File: src/rtl/psw_context_ctrl_pkg.sv
// Shared definitions for the PSW/PC context save/restore controller:
// default bus parameters, sequencer state encoding and a state classifier.
package psw_context_ctrl_pkg;

    localparam int          DATA_W_DEF      = 16;
    localparam logic [15:0] VECTOR_ADDR_DEF = 16'h0010;
    localparam logic [7:0]  ACK_TIMEOUT_DEF = 8'd15;

    typedef enum logic [2:0] {
        ST_IDLE     = 3'd0,
        ST_PUSH_PSW = 3'd1,
        ST_PUSH_PC  = 3'd2,
        ST_VECTOR   = 3'd3,
        ST_INC_PC   = 3'd4,
        ST_POP_PC   = 3'd5,
        ST_INC_PSW  = 3'd6,
        ST_POP_PSW  = 3'd7
    } state_t;

    // States that hold a stack request open until mem_ack arrives.
    function automatic logic is_wait_state(input state_t s);
        return (s == ST_PUSH_PSW) || (s == ST_PUSH_PC) ||
               (s == ST_POP_PC)   || (s == ST_POP_PSW);
    endfunction

endpackage

File: src/rtl/psw_context_ctrl_ack_timer.sv
// Wait-cycle counter for stack accesses; flags expiry when the count
// reaches the configured timeout and holds there until cleared.
module psw_context_ctrl_ack_timer
    import psw_context_ctrl_pkg::*;
#(
    parameter logic [7:0] TIMEOUT = ACK_TIMEOUT_DEF
) (
    input  logic clk,
    input  logic reset,
    input  logic i_clr,
    input  logic i_en,
    output logic o_expired
);

    logic [7:0] r_count;
    logic       w_expired;

    assign w_expired = (r_count == TIMEOUT);
    assign o_expired = w_expired;

    // Count wait cycles; saturate at expiry so err cannot be missed.
    always_ff @(posedge clk or posedge reset) begin
        if (reset) begin
            r_count <= 8'd0;
        end else if (i_clr) begin
            r_count <= 8'd0;
        end else if (i_en && !w_expired) begin
            r_count <= r_count + 8'd1;
        end else begin
            r_count <= r_count;
        end
    end

endmodule

File: src/rtl/psw_context_ctrl.sv
// Sequences PSW/PC push on interrupt entry and pop on RTI, drives the W-bus
// and stack strobes, and owns the interrupt-enable flag.
module psw_context_ctrl
    import psw_context_ctrl_pkg::*;
#(
    parameter int                DATA_W      = DATA_W_DEF,
    parameter logic [DATA_W-1:0] VECTOR_ADDR = VECTOR_ADDR_DEF,
    parameter logic [7:0]        ACK_TIMEOUT = ACK_TIMEOUT_DEF
) (
    input  logic              clk,
    input  logic              reset,
    input  logic              irq,
    input  logic              instr_done,
    input  logic              rti,
    input  logic              ei,
    input  logic              di,
    input  logic              mem_ack,
    output logic              psw_enable,
    output logic              psw_latch,
    output logic              pc_enable,
    output logic              pc_latch,
    output logic              vec_enable,
    output logic [DATA_W-1:0] vec_bus,
    output logic              mem_wr,
    output logic              mem_rd,
    output logic              sp_dec,
    output logic              sp_inc,
    output logic              irq_ack,
    output logic              ie,
    output logic              busy,
    output logic              err
);

    state_t r_state;
    state_t w_next_state;
    logic   r_ie;
    logic   w_expired;
    logic   w_timer_clr;
    logic   w_timer_en;
    logic   w_ie_set;
    logic   w_psw_enable, w_psw_latch, w_pc_enable, w_pc_latch, w_vec_enable;
    logic   w_mem_wr, w_mem_rd, w_sp_dec, w_sp_inc, w_irq_ack, w_err;

    assign w_timer_clr = (w_next_state != r_state) || !is_wait_state(r_state);
    assign w_timer_en  = is_wait_state(r_state) && !mem_ack;

    psw_context_ctrl_ack_timer #(
        .TIMEOUT (ACK_TIMEOUT)
    ) u_ack_timer (
        .clk       (clk),
        .reset     (reset),
        .i_clr     (w_timer_clr),
        .i_en      (w_timer_en),
        .o_expired (w_expired)
    );

    // Next-state and strobe decode; an ack always beats a simultaneous expiry.
    always_comb begin
        w_next_state = r_state;
        w_psw_enable = 1'b0;
        w_psw_latch  = 1'b0;
        w_pc_enable  = 1'b0;
        w_pc_latch   = 1'b0;
        w_vec_enable = 1'b0;
        w_mem_wr     = 1'b0;
        w_mem_rd     = 1'b0;
        w_sp_dec     = 1'b0;
        w_sp_inc     = 1'b0;
        w_irq_ack    = 1'b0;
        w_err        = 1'b0;
        w_ie_set     = 1'b0;
        case (r_state)
            ST_IDLE: begin
                if (rti) begin
                    w_next_state = ST_INC_PC;
                end else if (instr_done && irq && r_ie) begin
                    w_next_state = ST_PUSH_PSW;
                end else begin
                    w_next_state = ST_IDLE;
                end
            end
            ST_PUSH_PSW: begin
                w_psw_enable = 1'b1;
                w_mem_wr     = 1'b1;
                if (mem_ack) begin
                    w_sp_dec     = 1'b1;
                    w_next_state = ST_PUSH_PC;
                end else if (w_expired) begin
                    w_err        = 1'b1;
                    w_next_state = ST_IDLE;
                end else begin
                    w_next_state = ST_PUSH_PSW;
                end
            end
            ST_PUSH_PC: begin
                w_pc_enable = 1'b1;
                w_mem_wr    = 1'b1;
                if (mem_ack) begin
                    w_sp_dec     = 1'b1;
                    w_next_state = ST_VECTOR;
                end else if (w_expired) begin
                    w_err        = 1'b1;
                    w_next_state = ST_IDLE;
                end else begin
                    w_next_state = ST_PUSH_PC;
                end
            end
            ST_VECTOR: begin
                w_vec_enable = 1'b1;
                w_pc_latch   = 1'b1;
                w_irq_ack    = 1'b1;
                w_next_state = ST_IDLE;
            end
            ST_INC_PC: begin
                w_sp_inc     = 1'b1;
                w_next_state = ST_POP_PC;
            end
            ST_POP_PC: begin
                w_mem_rd = 1'b1;
                if (mem_ack) begin
                    w_pc_latch   = 1'b1;
                    w_next_state = ST_INC_PSW;
                end else if (w_expired) begin
                    w_err        = 1'b1;
                    w_next_state = ST_IDLE;
                end else begin
                    w_next_state = ST_POP_PC;
                end
            end
            ST_INC_PSW: begin
                w_sp_inc     = 1'b1;
                w_next_state = ST_POP_PSW;
            end
            ST_POP_PSW: begin
                w_mem_rd = 1'b1;
                if (mem_ack) begin
                    w_psw_latch  = 1'b1;
                    w_ie_set     = 1'b1;
                    w_next_state = ST_IDLE;
                end else if (w_expired) begin
                    w_err        = 1'b1;
                    w_next_state = ST_IDLE;
                end else begin
                    w_next_state = ST_POP_PSW;
                end
            end
            default: begin
                w_next_state = ST_IDLE;
            end
        endcase
    end

    // Sequencer state register.
    always_ff @(posedge clk or posedge reset) begin
        if (reset) begin
            r_state <= ST_IDLE;
        end else begin
            r_state <= w_next_state;
        end
    end

    // Interrupt enable: sequence-driven updates override ei/di, di beats ei.
    always_ff @(posedge clk or posedge reset) begin
        if (reset) begin
            r_ie <= 1'b0;
        end else if (r_state == ST_VECTOR) begin
            r_ie <= 1'b0;
        end else if (w_ie_set) begin
            r_ie <= 1'b1;
        end else if (di) begin
            r_ie <= 1'b0;
        end else if (ei) begin
            r_ie <= 1'b1;
        end else begin
            r_ie <= r_ie;
        end
    end

    assign psw_enable = w_psw_enable;
    assign psw_latch  = w_psw_latch;
    assign pc_enable  = w_pc_enable;
    assign pc_latch   = w_pc_latch;
    assign vec_enable = w_vec_enable;
    assign vec_bus    = w_vec_enable ? VECTOR_ADDR : {DATA_W{1'b0}};
    assign mem_wr     = w_mem_wr;
    assign mem_rd     = w_mem_rd;
    assign sp_dec     = w_sp_dec;
    assign sp_inc     = w_sp_inc;
    assign irq_ack    = w_irq_ack;
    assign ie         = r_ie;
    assign busy       = (r_state != ST_IDLE);
    assign err        = w_err;

endmodule
File: config.mk
export PLATFORM = sky130hd
export DESIGN_NAME = psw_context_ctrl
export DESIGN_NICKNAME = d
export VERILOG_FILES = /design/src/rtl/psw_context_ctrl_pkg.sv /design/src/rtl/psw_context_ctrl_ack_timer.sv /design/src/rtl/psw_context_ctrl.sv
export SDC_FILE = /design/constraint.sdc
export NUM_CORES = 1
export LEC_CHECK = 0
export ABC_AREA = 1
export CORE_ASPECT_RATIO = 0.8
export CORE_MARGIN = 2
export CORE_UTILIZATION = 30
export DETAILED_ROUTE_END_ITERATION = 10
export DONT_BUFFER_PORTS = 1
export MAX_ROUTING_LAYER = met4
export SETUP_SLACK_MARGIN = 0.05
export SKIP_CTS_REPAIR_TIMING = 1
export SLEW_MARGIN = 20
export SYNTH_ARGS = -nofsm -noshare
export SYNTH_HDL_FRONTEND = slang
export SYNTH_SLANG_ARGS = --single-unit
export TNS_END_PERCENT = 50
File: constraint.sdc
create_clock -name clk -period 1.7 [get_ports clk]
set_clock_uncertainty 0.1 [all_clocks]
set_input_delay 0.34 -clock clk [delete_from_list [all_inputs] [get_ports clk]]
set_output_delay 0.34 -clock clk [all_outputs]
set_load 0.05 [all_outputs]
Word level (Yosys, flattened, before mapping) --
Cells that the tools add are included.
Storage, ports and cells: output and inout bits 29, bits in registers 12
Operators by class: $add $sub $neg 1, reduce and logical (&&, ||, !) cells 19, equal/unequal tests 9, multiplexer cells 31
Operators with widths (number):
- case mux 3 bit (8 select lines) | 1
- 2-to-1 mux 1 bit | 18
- 2-to-1 mux 8 bit | 2
- 2-to-1 mux 3 bit | 5
- == test 3 bit (second input constant) | 4
- adder 8 x 1 -> 8 bit (second input constant) | 1
- == test 8 x 4 -> 1 bit (second input constant) | 1
- == test 3 x 2 -> 1 bit (second input constant) | 2
- 2-to-1 mux 2 bit | 3
- OR reduction 2 bit | 3
- 2-to-1 mux 5 bit | 1
- logical AND 1 bit | 4
- logical OR 1 bit | 4
- nonzero test 4 bit | 1
- OR reduction 4 bit | 1
- == test 3 x 1 -> 1 bit (second input constant) | 1
- zero test 1 bit | 3
- zero test 3 bit | 1
- != test 3 bit | 1
- nonzero test 3 bit | 1
- case mux 1 bit (2 select lines) | 1
- nonzero test 2 bit | 1

Longest topological paths before layout --
depth after elaboration 8, depth in mapped cells 8, gate-level depth less buffers 8

Hierarchy --
Synthesis repeated with hierarchy kept, for this count alone.
Second synthesis, totals: cells, all modules 162, area, all modules 1069.8 um2
By module, submodules not included:
- psw_context_ctrl | seq. area each 100.1 um2, instances 1, cells each 94, area each 573.0 um2
- psw_context_ctrl_ack_timer | seq. area each 200.2 um2, instances 1, cells each 68, area each 496.7 um2

Least setup slack after synthesis --
OpenSTA, ideal clock, no wires.
path type register to output, start register r_state[1], end output port pc_latch, data required time 1.260 ns, arrival time 2.337 ns, stages on the path, launching flop included 4, slack -1.077 ns, cells stage by stage dfrtp_1 -> inv_1 -> nor3_1 -> o21bai_1
Between the ends: longest elaborated chain between the ends 2
RTL lines:
- from (decl) | line psw_context_ctrl.sv:34 | state_t r_state;
- from (signal assigned) | line psw_context_ctrl.sv:158 | r_state <= w_next_state;
- == test 3 bit or == test 3 x 2 -> 1 bit (tied branches) | line psw_context_ctrl.sv:72 | case (r_state)
- case mux 1 bit (2 select lines) * | line psw_context_ctrl.sv:72
- to (decl) | line psw_context_ctrl.sv:21 | output logic pc_latch,
Mark *: on every way between the ends. The rest lies on a longest branch, timed or not.

Final worst setup path --
start register r_state[1], end output port err
Between the ends: longest elaborated chain between the ends 3
RTL lines:
- == test 3 x 1 -> 1 bit (tied with other cells) | line psw_context_ctrl.sv:72
- OR reduction 4 bit (no line) *
- 2-to-1 mux 1 bit *
- to (decl) | line psw_context_ctrl.sv:31 | output logic err
Marks and branches as above.

==> results_tabular.tex <==
\begin{tabular}{lr}
\hline
Metric & Value \\
\hline
\multicolumn{2}{l}{\textbf{Critical path}} \\
\quad Data arrival time of the critical path & 1.42 ns \\
\quad Worst path depth & 6 \\
\quad Delay of the slowest cell on the worst path & 0.45 ns \\
\quad Data required time of the worst path & 1.26 ns \\
\quad FF-to-FF setup slack & 0.19 ns \\
\quad Highest fanout seen on the critical path & 5 \\
\quad Type of element capturing the critical path & primary output \\
\quad Kind of launch point of the worst setup path & register \\
\quad Critical Path End & err \\
\quad Most numerous cell on the critical path & nor2\_4 \\
\quad Worst path cell trace & inv\_2, nand3\_2, nand2\_2, nor2\_4, nor2\_4, buf\_12 \\
\quad Worst setup startpoint & r\_state[1]\$\_DFF\_PP0\_ \\
\quad Source of the worst register-to-register timing path & u\_ack\_timer.r\_count[0]\$\_DFFE\_PP0P\_ \\
\quad Worst R2R Path Depth & 7 \\
\quad Slowest cell on the critical path & dfrtp\_2 \\
\quad CP Class & reg -> out \\
\quad Reg-to-reg endpoint & u\_ack\_timer.r\_count[6]\$\_DFFE\_PP0P\_ \\
\quad Cell family contributing the most delay on the critical path & flip-flops \\
\quad Count of buffering cells on the critical path with inverters included & 2 \\
\multicolumn{2}{l}{\textbf{Layout}} \\
\quad Sequential cell area & 304 sq um \\
\quad Top library cells by usage in the layout, fill and taps aside & nor2\_1 (15), conb\_1 (15), nand2\_1 (14) \\
\quad Fill cells & $\sim$260 \\
\quad Fraction of final layout cells sized beyond drive strength 1 & approximately 36\% \\
\quad Antenna diode instance count & 0 \\
\quad Post-layout net count & between 100 and 150 \\
\quad Area added between synthesis and finish & 39.0\% \\
\quad Final core utilization & 42.9\% \\
\quad Multi-input logic area & between 400 and 500 sq um \\
\multicolumn{2}{l}{\textbf{Timing}} \\
\quad Hold violation count in the final report & 0 \\
\quad Worst hold slack & 0.155 ns \\
\quad Final setup fails & 6 \\
\quad Post-route worst setup slack & -0.163 ns \\
\quad Unrepaired setup endpoints after global routing & yes \\
\quad Final Max Tran Viols & 0 \\
\quad Maximum frequency from static timing analysis & 537 MHz \\
\quad Share of the clock period used by the worst path & 110\% \\
\quad Minimum clock period after layout & between 1.5 and 2 ns \\
\multicolumn{2}{l}{\textbf{CTS}} \\
\quad Inserted Clock Buffers & 3 \\
\quad Clock sinks & 12 \\
\quad Clock transition at the registers of the reported paths & 0.07 ns \\
\quad CTS max path bufs & 2 \\
\quad Level count of the clock H-tree & 1 \\
\quad CTS tree & built \\
\quad Insertion delay to the later sink of the worst-skew pair & 0.27 ns \\
\quad Library cell used as clock root buffer & clkbuf\_4 \\
\multicolumn{2}{l}{\textbf{Detailed routing}} \\
\quad Post-detailed-routing wire length & 1920 um \\
\quad Post-DRT Antenna Nets & 0 \\
\quad First-pass iteration count of the detailed router & 4 \\
\quad Wire length per cell after detailed routing & 11.3 um \\
\quad Via count of the routed design & 744 \\
\quad Post-route DRC violation count & 0 \\
\quad Number of vias per cell & 4.38 \\
\quad Iteration-0 DRC count of the detailed router & 18 \\
\multicolumn{2}{l}{\textbf{Power and ir drop}} \\
\quad Peak supply drop & 911 uV \\
\quad Power density cells & 1800 nW/um\^{}2 \\
\quad Leakage power & 0.557 nW \\
\quad Power, Total & 2.07 mW \\
\multicolumn{2}{l}{\textbf{Floorplan}} \\
\quad Area of the die & 3200 sq um \\
\quad Core region area & 2680 sq um \\
\quad Overall die width & between 60 and 70 um \\
\quad Io pins & 37 \\
\quad Vertical extent of the die & 51.0 um \\
\quad Initial Utilization & 30.9\% \\
\quad FP Rows & 17 \\
\multicolumn{2}{l}{\textbf{Global route}} \\
\quad Overall overflow remaining after global route & 0 \\
\quad Number of global-route vias before repair & 629 \\
\quad GRT Overall Usage & 10.9\% \\
\quad Number of antenna violations at the first check in global routing & 0 \\
\quad Largest net degree at the start of global routing & 13 \\
\quad First-pass GRT wire length & 2580 um \\
\multicolumn{2}{l}{\textbf{Yosys}} \\
\quad Cells after synthesis & 111 \\
\quad Count of distinct cell types in the synthesized netlist & 20 \\
\quad Commonest register cell after synthesis & dfrtp\_1 \\
\quad Cell area after synthesis & 827 sq um \\
\quad Number of enable flip-flop cells after synthesis & 0 \\
\quad Number of synthesis warnings & 0 \\
\quad Register bit total from synthesis & 12 \\
\quad Synthesized area per cell & 7.45 sq um \\
\quad Post-synth ARST share & 100\% \\
\quad Sequential area share after synthesis & between 30\% and 40\% \\
\multicolumn{2}{l}{\textbf{Flow run}} \\
\quad Number of maximum-capacitance constraint violations & 0 \\
\multicolumn{2}{l}{\textbf{Min path}} \\
\quad Worst min path class & in -> reg \\
\multicolumn{2}{l}{\textbf{Placement}} \\
\quad Detail Placement HPWL & between 1000 and 1500 um \\
\quad Final RePlAce weighted congestion & 0.824 \\
\quad Number of I/O port buffers & 0 \\
\multicolumn{2}{l}{\textbf{Run status}} \\
\quad Violations in the final reports & negative setup slack \\
\quad Run status & finished, violations left \\
\hline
\end{tabular}
## report_power, final
part / leakage [nW] / switching, mW / internal (mW)
sequential: 0.156 / 0.132 / 0.349
combinational: 0.387 / 0.942 / 0.470
clock: 0.0138 / 0.0926 / 0.0819
## final cells by class
type | count | share of cell area [%]
clock buffers | 3 | 1.96
inverters | 15 | 5.33
multi-input cells | 81 | 42.3
flip-flops and latches | 12 | 26.4
well taps | 38 | 4.13
repair buffers | 21 | 19.8
## worst min-delay path by stage
stage | from | end | slack, ns | cells past startpoint
4_1_cts | reset | u_ack_timer.r_count[3]$_DFFE_PP0P_ | -0.12 | 1
2_1_floorplan | reset | ie$_DFFE_PP0P_ | 0.10 | 1
5_1_grt | di | ie$_DFFE_PP0P_ | 0.15 | 2
6_report | rti | r_state[2]$_DFF_PP0_ | 0.16 | 2
3_5_place_dp | reset | u_ack_timer.r_count[1]$_DFFE_PP0P_ | 0.17 | 1
3_3_place_gp | reset | r_state[2]$_DFF_PP0_ | 0.15 | 1
## synthesized netlist by cell type, types with 2 or more instances
cell type | instances | area share, %
dfrtp_1 | 12 | 36
nor3_1 | 2 | 1.2
nor2_1 | 18 | 8.2
nand2_1 | 16 | 7.3
nor2_2 | 2 | 1.5
inv_1 | 14 | 6.4
nand2_2 | 2 | 1.5
nand3_1 | 11 | 6.7
xor2_1 | 5 | 5.3
buf_4 | 17 | 15
o21bai_1 | 2 | 1.8
a21oi_1 | 2 | 1.2
## metrics by stage
step           setup WS [ns]  std cells  area [sq um]  TNS, ns
6_report              -0.163        170          1150   -0.440
5_1_grt               -0.248        170          1150    -1.02
4_1_cts               -0.245        163           975    -1.15
3_5_place_dp          0.0606        160           952        0
3_3_place_gp          0.0812        160           952        0
2_1_floorplan         -0.188        125           906   -0.669
## per-layer routing
layer / vias up / global-route usage (%) / part of all wire (%)
li1: 356 / - / -
met1: 347 / 12.4 / 42
met2: 35 / 17.2 / 50
met3: 6 / 2.64 / 5.0
met4: 0 / 7.41 / 3.3
met5: - / - / 0
## worst reg2reg max path: stages (launching register included)
cell and delay (ns):
dfrtp_1 0.37, ha_2 0.20, buf_4 0.12, buf_4 0.11, nand3_1 0.11, nor3_1 0.19, xor2_1 0.17, nor2_1 0.05
## cell families (layout without fill, tap and decap cells)
group,after synthesis,count (layout),share of synthesized area (%)
buffers and inverters,32,39,22.2
xor gates and xnor gates,6,6,6.35
AOI/OAI and AO/OA,5,5,3.93
adders and majority gates,1,1,1.51
other,1,15,0.453
and+or+nand+nor,54,54,29.2
DFF,12,12,36.3
## state kept, by name (all words and copies together) (netlist names)
name and cells:
r_state 3, ie 1, u_ack_timer.r_count 8
Note: power is estimated with default switching activity, not from simulation.
==> RTL change 1: new RTL, config.mk and constraints unchanged <==
Make the reset (`reset`) synchronous in 3 clocked blocks.
--- a/src/rtl/psw_context_ctrl_ack_timer.sv
+++ b/src/rtl/psw_context_ctrl_ack_timer.sv
@@ -20,5 +20,5 @@
 
     // Count wait cycles; saturate at expiry so err cannot be missed.
-    always_ff @(posedge clk or posedge reset) begin
+    always_ff @(posedge clk) begin
         if (reset) begin
             r_count <= 8'd0;
--- a/src/rtl/psw_context_ctrl.sv
+++ b/src/rtl/psw_context_ctrl.sv
@@ -152,5 +152,5 @@
 
     // Sequencer state register.
-    always_ff @(posedge clk or posedge reset) begin
+    always_ff @(posedge clk) begin
         if (reset) begin
             r_state <= ST_IDLE;
@@ -161,5 +161,5 @@
 
     // Interrupt enable: sequence-driven updates override ei/di, di beats ei.
-    always_ff @(posedge clk or posedge reset) begin
+    always_ff @(posedge clk) begin
         if (reset) begin
             r_ie <= 1'b0;
Behaviour: differs if reset is asserted again (counterexample within 4 cycles, from zero or initial values and one cycle with reset high); with reset held inactive, the same outputs for 10 cycles.
==> RTL change 1 against the original RTL <==
Wire length is 5.9% higher. Worst setup slack better by 83 ps. Sequential cell count stayed put. The run still ends with setup timing left. Cell area is 3.2% higher. Synthesized cell count is 32% higher. Maximum frequency is 4.7% higher. Synthesized area is 12% higher. First-iteration DRC count grew to 2.8 times the old value.
Power is not compared: it rests on default switching activity, and its combinational part moved more than twofold at a synthesized area within 25%.
==> RTL change 1: results (changes against the original RTL) <==
* Status: finished with violations
* Failing checks: setup timing
* Clock buffer cells at 4 (+1)
* Routed len/inst at 10.02 um (-11%)
* M1 WL at 959 um (+20%)
* Non-clock buffer share at 14.77% (-5.0 points)
* M1 GR Usage at 15.63% (+3.2 points)
* Multi-input gates at 107 (+32%)
* Sequential-to-total area share from yosys stat at 25.98% (-10 points)
* Post-synthesis async set-or-reset flop share at 0% (-100 points)
* Crit-path max FO at 3 (-2)
* Final setup margin at -79.85 ps (+83.28 ps)
* Met3 Usage GRT at 3.766% (+1.1 points)
* Largest stage delay on the critical path at 360 ps (-90 ps)
* Layout net count at 175 (+22%)
* Largest delay share family, worst path: simple AND/OR/NAND/NOR gates
* Detail Route met2 WL at 933 um (-3.0%)
* Post-synthesis xor/xnor area fraction at 2.842% (-3.5 points)
* Buffers outside the clock class at 18 (-14%)
* Setup Viol. Count Final at 1 (-5)
* WL met3 at 112 um (+17%)
* HPWL after DPL at 1531 um (+13%)
* Clk_lat worst skew at 250 ps (-20 ps)
* Worst reg2reg setup slack at 140 ps (-50 ps)
* Pre-CTS setup slack at 117.5 ps (+56.96 ps)
* Cell Area, Placed at 0.001035 mm2 (+8.7%)
* Initial DRC Count at 50 (+32)
* Top post-synthesis cells by area: dfxtp_1 26%, nand2_1 14%, buf_4 14%
* Count of cell types in the netlist at 25 (+25%)
* Synth Area in Adders at 1.353% (-0.16 points)
* Worst Hold Slack at 47.33 ps (-108.1 ps)
* Routability cong. at 0.9149 (+11%)
* Worst hold path depth at 1 (-1)
* FF-to-FF End: u_ack_timer.r_count[3]$_SDFFE_PP0P_
* Clk tree area frac at 4.641% (+2.7 points)
* Clock root cell: clkbuf_8
* Crit path DAT at 1340 ps (-80 ps)
* Worst Setup SP: u_ack_timer.r_count[1]$_SDFFE_PP0P_
RTL change 1: cell types whose count changed after synthesis, moves of 3 or more:
cell	before	now
o21ai_0	0	4
a21oi_1	2	7
dfxtp_1	0	12
nand3_1	11	7
inv_1	14	22
xor2_1	5	2
nand2_1	16	35
dfrtp_1	12	0
RTL change 1: power by group:
part / total, uW / internal [uW] / switching [uW]
logic: 654 / 173 / 482
registers: 349 / 312 / 37.5
clock network: 318 / 205 / 112
total: 1320 / 690 / 631
RTL change 1: logic make-up after synthesis:
| logic type | Yosys count |
|---|---|
| compound gates | 16 |
| xor+xnor | 3 |
| fa+ha+maj | 1 |
| buf+inv | 41 |
| flops | 12 |
| other cells | 1 |
| simple gates | 72 |
RTL change 1: metrics by stage:
step | util (%) | cells | TNS [ps]
global placement | 36.30 | 195 | 0
detailed placement | 36.30 | 195 | 0
finish | 41.62 | 203 | -79.85
floorplan | - | 160 | -887.7
CTS | 38.24 | 199 | -223.6
global route | 41.62 | 203 | -155.9
==> RTL change 2: new RTL, same flow settings <==
Made on the original files. `DATA_W_DEF`: 16 -> 20.
--- a/src/rtl/psw_context_ctrl_pkg.sv
+++ b/src/rtl/psw_context_ctrl_pkg.sv
@@ -3,5 +3,5 @@
 package psw_context_ctrl_pkg;
 
-    localparam int          DATA_W_DEF      = 16;
+    localparam int          DATA_W_DEF      = 20;
     localparam logic [15:0] VECTOR_ADDR_DEF = 16'h0010;
     localparam logic [7:0]  ACK_TIMEOUT_DEF = 8'd15;
Ports: changed (resized vec_bus); port bits go from 37 to 41. No check against the original RTL was run, so the function may have changed too.
==> RTL change 2 against the original RTL <==
The run still ends with setup timing left. Power up 1.1%. Largest power group unchanged. Synthesized area up 3.6%. Synthesized cell count up 3.6%. Wire length down 5.5%. Worst setup slack about the same. Sequential cell count unchanged. Cell area up 2.3%. Global-route usage down 0.96 points. First-iteration DRC count down 72%.
==> RTL change 2: results (changes against the original RTL) <==
* Routability cong. at 0.8463 (+2.8%)
* Seq/total area at 25.85% (-0.59 points)
* Worst hold path depth at 2 (unchanged)
* Worst reg2reg path depth at 8 (+1)
* Non-clock buffer share at 17.66% (-2.1 points)
* First-pass GRT wire length at 2449 um (-5.1%)
* FILL cells at 259 (-1.5%)
* Fraction of area in multi-input gates at 43.94% (+1.6 points)
* Clock buffer cells at 4 (+1)
* Vias in the first global route at 567 (-9.9%)
* Status: finished with violations
* Setup TNS at -690.8 ps (-250.3 ps)
* VDD IR max at 0.8534 mV (-6.4%)
* Pre-CTS setup slack at 42.57 ps (-17.99 ps)
* Leakage at 0.0005650 uW (+1.5%)
* Inst Count DP at 164 (+2.5%)
* Synth warn at 0 (unchanged)
* Internal power at 923.1 uW (+2.5%)
* Sequential-to-total area share from yosys stat at 35.04% (-1.3 points)
* Setup Viol. Count Final at 7 (+1)
* Commonest cells post-synth: 21 x buf_4, 18 x nor2_1, 16 x nand2_1
* Top post-synthesis cells by area: dfrtp_1 35%, buf_4 18%, nor2_1 7.9%
* Fin cells at 173 (+1.8%)
* Routed len/inst at 10.50 um (-7.1%)
* Multi-input gates at 85 (+4.9%)
* Crit-path max FO at 3 (-2)
* Layout net count at 145 (+1.4%)
* HPWL after DPL at 1265 um (-6.3%)
* Vias at 714 (-4.0%)
* Clk tree area frac at 3.085% (+1.1 points)
* Initial DRC Count at 5 (-13)
* Cell Area, Placed at 967.2 um2 (+1.6%)
* Final setup margin at -162.7 ps (+0.4090 ps)
* Failing checks: setup timing
* Global Route Usage Sum at 9.907% (-0.96 points)
* Layout cells sized above 1 at 37.04% (+0.67 points)
* Post-Synthesis Cells at 115 (+3.6%)
* Buffers outside the clock class at 19 (-9.5%)
## RTL change 2: power by group through the flow
stage                     logic, uW  registers, uW  clock network [uW]
after floorplan                 926            436                   0
after global placement         1140            447                   0
after detailed placement       1140            453                   0
after CTS                      1150            447                 237
after global routing           1460            496                 251
final                          1380            486                 228
## RTL change 2: metal layers
layer	GRT usage (%)	vias up	part of all wire, %
met5	-	-	0
met1	13.09	332	45
li1	-	357	-
met4	1.087	0	0.77
met2	14.91	21	49
met3	3.896	4	4.8
## RTL change 2: path summary, 6_finish.rpt
| path | start | to | slack [ps] |
|---|---|---|---|
| worst max-delay path | u_ack_timer.r_count[0]$_DFFE_PP0P_ | err | -160 |
| worst min-delay path | irq | r_state[0]$_DFF_PP0_ | 140 |
| worst max register to register | u_ack_timer.r_count[0]$_DFFE_PP0P_ | r_state[0]$_DFF_PP0_ | 100 |
| worst min register to register | u_ack_timer.r_count[0]$_DFFE_PP0P_ | u_ack_timer.r_count[0]$_DFFE_PP0P_ | 370 |
| max in group asynchronous | reset | r_state[0]$_DFF_PP0_ | 730 |
| min in group asynchronous | reset | ie$_DFFE_PP0P_ | 420 |
## RTL change 2: cell families after synthesis
| group | share of synthesized area [%] |
|---|---|
| other | 0.4375 |
| and+or+nand+nor | 28.17 |
| adders and majority gates | 1.460 |
| buffers and inverters | 24.96 |
| xor gates and xnor gates | 6.131 |
| DFF | 35.04 |
| AOI/OAI and AO/OA | 3.795 |
## RTL change 2: worst max-delay path, stage by stage (launching register included)
cell,delay (ps)
dfrtp_1,380
ha_2,200
nand2_2,70
nor2_4,150
nand3_4,100
nor2_4,110
buf_12,140
